$ cat src/rtl/arm_pkg.sv
// Shared constants and types for the register-file writeback path.
package arm_pkg;

    localparam int NUM_REQ  = 3;
    localparam int REQ_ALU  = 0;
    localparam int REQ_LOAD = 1;
    localparam int REQ_LINK = 2;

    localparam logic [3:0] PC_ADDR = 4'hF;

    typedef enum logic {
        ST_RUN   = 1'b0,
        ST_FLUSH = 1'b1
    } wb_state_t;

endpackage

$ cat src/rtl/rr_arbiter.sv
// Combinational round-robin picker: the search starts one past the pointer.
module rr_arbiter #(
    parameter int N  = 3,
    parameter int PW = (N > 1) ? $clog2(N) : 1
) (
    input  logic [N-1:0]  req,
    input  logic [PW-1:0] ptr,
    output logic [N-1:0]  gnt,
    output logic [PW-1:0] gnt_idx
);

    always_comb begin
        logic found;
        int   idx;
        gnt     = '0;
        gnt_idx = ptr;
        found   = 1'b0;
        idx     = 0;
        for (int k = 1; k <= N; k++) begin
            idx = (int'(ptr) + k) % N;
            if (!found && req[idx]) begin
                found      = 1'b1;
                gnt[idx]   = 1'b1;
                gnt_idx    = PW'(idx);
            end
        end
    end

endmodule

$ cat src/rtl/rf_wb_arbiter.sv
// Writeback arbiter: round-robin grant onto the single register-file write
// port, destination-register scoreboard for hazard detection, and flush FSM.
module rf_wb_arbiter #(
    parameter int NUM_REQ = arm_pkg::NUM_REQ,
    parameter int DATA_W  = 32
) (
    input  logic                           clk,
    input  logic                           rst,
    input  logic [NUM_REQ-1:0]             wb_valid,
    output logic [NUM_REQ-1:0]             wb_ready,
    input  logic [NUM_REQ-1:0][3:0]        wb_addr,
    input  logic [NUM_REQ-1:0][DATA_W-1:0] wb_data,
    input  logic                           claim_valid,
    input  logic [3:0]                     claim_addr,
    input  logic [3:0]                     ARn,
    input  logic [3:0]                     ARs,
    input  logic [3:0]                     ARm,
    output logic                           hazard,
    output logic                           wen_ARd,
    output logic [3:0]                     ARd,
    output logic [DATA_W-1:0]              Rd_data,
    output logic                           pc_redirect,
    input  logic                           flush,
    output logic                           flush_busy,
    output logic [7:0]                     wr_count
);

    localparam int PW = (NUM_REQ > 1) ? $clog2(NUM_REQ) : 1;

    arm_pkg::wb_state_t state;
    logic [PW-1:0]      last_grant;
    logic [15:0]        busy;
    logic [NUM_REQ-1:0] gnt;
    logic [PW-1:0]      gnt_idx;
    logic               xfer;
    logic [3:0]         sel_addr;
    logic [DATA_W-1:0]  sel_data;

    rr_arbiter #(.N(NUM_REQ), .PW(PW)) u_rr (
        .req     (wb_valid),
        .ptr     (last_grant),
        .gnt     (gnt),
        .gnt_idx (gnt_idx)
    );

    // The edge that raises flush is still in RUN, so its transfer completes.
    assign wb_ready = (state == arm_pkg::ST_RUN) ? gnt : '0;
    assign xfer     = |(wb_valid & wb_ready);
    assign sel_addr = wb_addr[gnt_idx];
    assign sel_data = wb_data[gnt_idx];
    assign hazard   = busy[ARn] | busy[ARs] | busy[ARm];

    always_ff @(posedge clk or posedge rst) begin
        if (rst) begin
            state      <= arm_pkg::ST_RUN;
            flush_busy <= 1'b0;
            busy       <= '0;
        end else begin
            case (state)
                arm_pkg::ST_RUN: begin
                    state      <= flush ? arm_pkg::ST_FLUSH : arm_pkg::ST_RUN;
                    flush_busy <= flush;
                    // Claim is applied after the clear so a same-edge pair stays busy.
                    begin
                        logic [15:0] busy_n;
                        busy_n = busy;
                        if (xfer)        busy_n[sel_addr]   = 1'b0;
                        if (claim_valid) busy_n[claim_addr] = 1'b1;
                        busy <= busy_n;
                    end
                end
                default: begin
                    state      <= flush ? arm_pkg::ST_FLUSH : arm_pkg::ST_RUN;
                    flush_busy <= flush;
                    busy       <= '0;
                end
            endcase
        end
    end

    always_ff @(posedge clk or posedge rst) begin
        if (rst) begin
            last_grant  <= PW'(NUM_REQ - 1);
            wen_ARd     <= 1'b0;
            ARd         <= '0;
            Rd_data     <= '0;
            pc_redirect <= 1'b0;
            wr_count    <= '0;
        end else begin
            wen_ARd     <= xfer;
            pc_redirect <= xfer && (sel_addr == arm_pkg::PC_ADDR);
            if (xfer) begin
                last_grant <= gnt_idx;
                ARd        <= sel_addr;
                Rd_data    <= sel_data;
                wr_count   <= wr_count + 8'd1;
            end
        end
    end

endmodule

$ cat config.mk
export PLATFORM = sky130hd
export DESIGN_NAME = rf_wb_arbiter
export DESIGN_NICKNAME = d
export VERILOG_FILES = /design/src/rtl/arm_pkg.sv /design/src/rtl/rr_arbiter.sv /design/src/rtl/rf_wb_arbiter.sv
export SDC_FILE = /design/constraint.sdc
export NUM_CORES = 1
export LEC_CHECK = 0
export BUFFER_PORTS_ARGS = -buffer_cell sky130_fd_sc_hd__buf_2
export CAP_MARGIN = 20
export CORE_ASPECT_RATIO = 0.6
export CORE_MARGIN = 4
export CORE_UTILIZATION = 48
export DETAILED_ROUTE_END_ITERATION = 6
export PLACE_DENSITY_LB_ADDON = 0.25
export SLEW_MARGIN = 20
export SYNTH_ARGS = -nofsm -noshare
export SYNTH_HDL_FRONTEND = slang
export SYNTH_SLANG_ARGS = --single-unit
$ cat constraint.sdc
create_clock -name clk -period 3.96 [get_ports clk]
set_input_delay 0.594 -clock clk [delete_from_list [all_inputs] [get_ports clk]]
set_output_delay 0.594 -clock clk [all_outputs]
set_load 0.01 [all_outputs]
==> results.sh <==
export IMPL_cts_buffers=9
export IMPL_core_sq_um=8490
export IMPL_grt_pass1_wl_um=20500
export IMPL_initial_core_util=0.492
export IMPL_via_per_inst=5.67
export IMPL_synth_edf_count=0
export IMPL_worstPathMaxFanout=42
export IMPL_rsz0062_at_grt="false"
export IMPL_period_minus_slack_ns=3.63
export IMPL_layout_common_cells="buf_2, dfrtp_1, nand2_1"
export IMPL_startpoint_type="register"
export IMPL_drive_gt1_frac=0.391
export IMPL_die_x_um=128
export IMPL_layout_nets=749
export IMPL_cp_end_kind="register"
export IMPL_fin_skew_ns=0.0106
export IMPL_grt_max_degree=75
export IMPL_drv_cap=0
export IMPL_cts_path_max_buffers=2
export IMPL_layout_commonest_cell="buf_2"
export IMPL_syn_to_final_growth_pct=30.7
export IMPL_placed_area_sq_um=5180
export IMPL_synth_area_sq_um=4180
export IMPL_routed_wl_um=12800
export IMPL_synthArstFlopShare=1.00
export IMPL_vdd_ir_drop_worst_mv=0.527
export IMPL_min_path_type="primary input to register"
export IMPL_drc=0
export IMPL_track_usage=0.256
export IMPL_synthCells=439
export IMPL_synth_cell_types=55
export IMPL_wl_per_cell_um=17.5
export IMPL_ys_ff_latch=65
export IMPL_drtPass1Iterations=5
export IMPL_setup_tns_ns=0
export IMPL_synthFlopType="dfrtp_1"
export IMPL_ys_top_cells_by_area="dfrtp_1, mux2i_1, mux4_2, o21ai_0, a21oi_1"
export IMPL_ctsHoldBuffers=0
export IMPL_drtIter0Drc=337
export IMPL_design_area_sq_um=5460
export IMPL_status="complete, no violations"
export IMPL_ant_nets=0
export IMPL_root_buffer="clkbuf_16"
export IMPL_crit_start="last_grant[1]"
export IMPL_path_clk_slew_ns=0.06
export IMPL_cts_sinks=65
export IMPL_fin_ws_ns=0.333
export IMPL_cts_setup_buffers=0
export IMPL_cts_resized=0
export IMPL_rr_startpoint="last_grant[1]"
export IMPL_die_area_sq_um=10300
export IMPL_avgSynthCellArea_sq_um=9.52
export IMPL_ios=182
export IMPL_vias=4132
export IMPL_synth_top_area_cell="dfrtp_1"
export IMPL_cts_tree="built"
export IMPL_finalHoldViolCount=0
export IMPL_port_buffers=181
export IMPL_place_hpwl_um=9840
export IMPL_total_power_uw=4080
export IMPL_p_leak_uw=0.00270
export IMPL_cp_arrival_ns=3.84
export IMPL_grt_overflow_total=0
export IMPL_diodes=0
export IMPL_antenna_found_initial=0
export IMPL_crit_required_ns=4.17
export IMPL_dp_worst_setup_slack_ns=0.370
export IMPL_syn_nets=575
export IMPL_synth_seq_area_share=0.389
export IMPL_synth_top_cell_area_share=0.383
export IMPL_fin_util=0.643
export IMPL_die_height_um=80.3
export IMPL_maxSlewViolCount=0
export IMPL_setup_viol=0
export IMPL_clk_latency_ns=0.33
export IMPL_tightest_slew_ns=0.946
export IMPL_h_tree_depth=3
export IMPL_fin_crit_sh=0.916
export IMPL_worst_slew_margin_rel=0.369
export IMPL_ys_warn_count=0
export IMPL_hp_start="flush"
export IMPL_fmax_ghz=0.276
export IMPL_placementRows=26
export IMPL_grt_pass1_vias=4015
export IMPL_place_gp_congestion=0.855
export IMPL_crit_type="register to register"
export IMPL_power_density_nw_per_um2=747
per-layer routing:
layer	global-route usage	vias to the layer above	share of wire
li1	-	1972	-
met1	0.347	1914	0.43
met3	0.0990	22	0.10
met2	0.389	224	0.45
met5	0	-	0
met4	0.0561	0	0.012
state kept, by name, indices dropped and copies added, names as in the netlist:
signal	count
ARd	4
busy	16
flush_busy	1
Rd_data	32
last_grant	2
wr_count	8
pc_redirect	1
wen_ARd	1
where the power goes:
group / switching, uW / internal [uW]
Clock: 289 / 439
Combinational: 1400 / 933
Sequential: 135 / 884
through the flow:
stage / hold slack [ns] / std cells
2_1_floorplan: 0.479 / 439
3_5_place_dp: 0.461 / 714
3_3_place_gp: 0.456 / 714
6_report: 0.371 / 729
5_1_grt: 0.347 / 729
4_1_cts: 0.352 / 729
worst max-delay path: stages (launching register included):
cell and delay (ns):
dfstp_2 0.56, inv_1 0.07, ha_1 0.36, nand2b_1 0.18, a21boi_1 0.12, or4_1 0.54
a32oi_4 0.21, buf_4 0.44, o211ai_4 0.21, or4_1 0.54, a32o_1 0.27
cell usage after synthesis (3+ instances only):
cell       count
inv_1         14
o2bb2ai_1      3
a32o_1         5
dfrtp_1       64
nor2b_1        4
o21ai_0       39
mux2i_1       36
a31o_2         3
nand2_1       50
clkbuf_1      15
nand3_1        8
o32ai_1        7
o21a_1         3
nand2b_1       5
nand4_1       10
or4_1          4
mux4_2        15
nor4_1         7
xnor2_1        7
buf_1          8
buf_2          4
a21oi_1       38
nor3b_1        3
nor2_1        41
ha_1           5
path summary, 6_finish.rpt:
path / endpoint / slack [ns] / cells after the start
worst min register to register: wr_count[7] / 0.47 / 1
worst max-delay path: busy[14] / 0.33 / 10
worst min-delay path: flush_busy / 0.37 / 1
max in group asynchronous: last_grant[1] / 2.58 / 3
worst max register to register: busy[14] / 0.33 / 10
min in group asynchronous: Rd_data[0] / 0.48 / 2
area by class of cell:
cell class              count  area [sq um]
multi-input cells         329          2360
clock buffers              10           239
repair buffers            193           996
clock inverters             5          40.0
fillers                   734          3030
flip-flops and latches     65          1630
inverters                  15          56.3
well taps                 112           140
cell families after synthesis:
| logic type | count (synthesis) | synth area share |
|---|---|---|
| AO/OA/AOI/OAI | 114 | 0.180 |
| XOR/XNOR | 7 | 0.0147 |
| adder cells (fa/ha/maj) | 5 | 0.0150 |
| buffers and inverters | 45 | 0.0461 |
| flip-flops | 65 | 0.389 |
| multiplexers | 55 | 0.183 |
| AND/OR/NAND/NOR | 148 | 0.172 |
(Power assumes the default switching activity.)
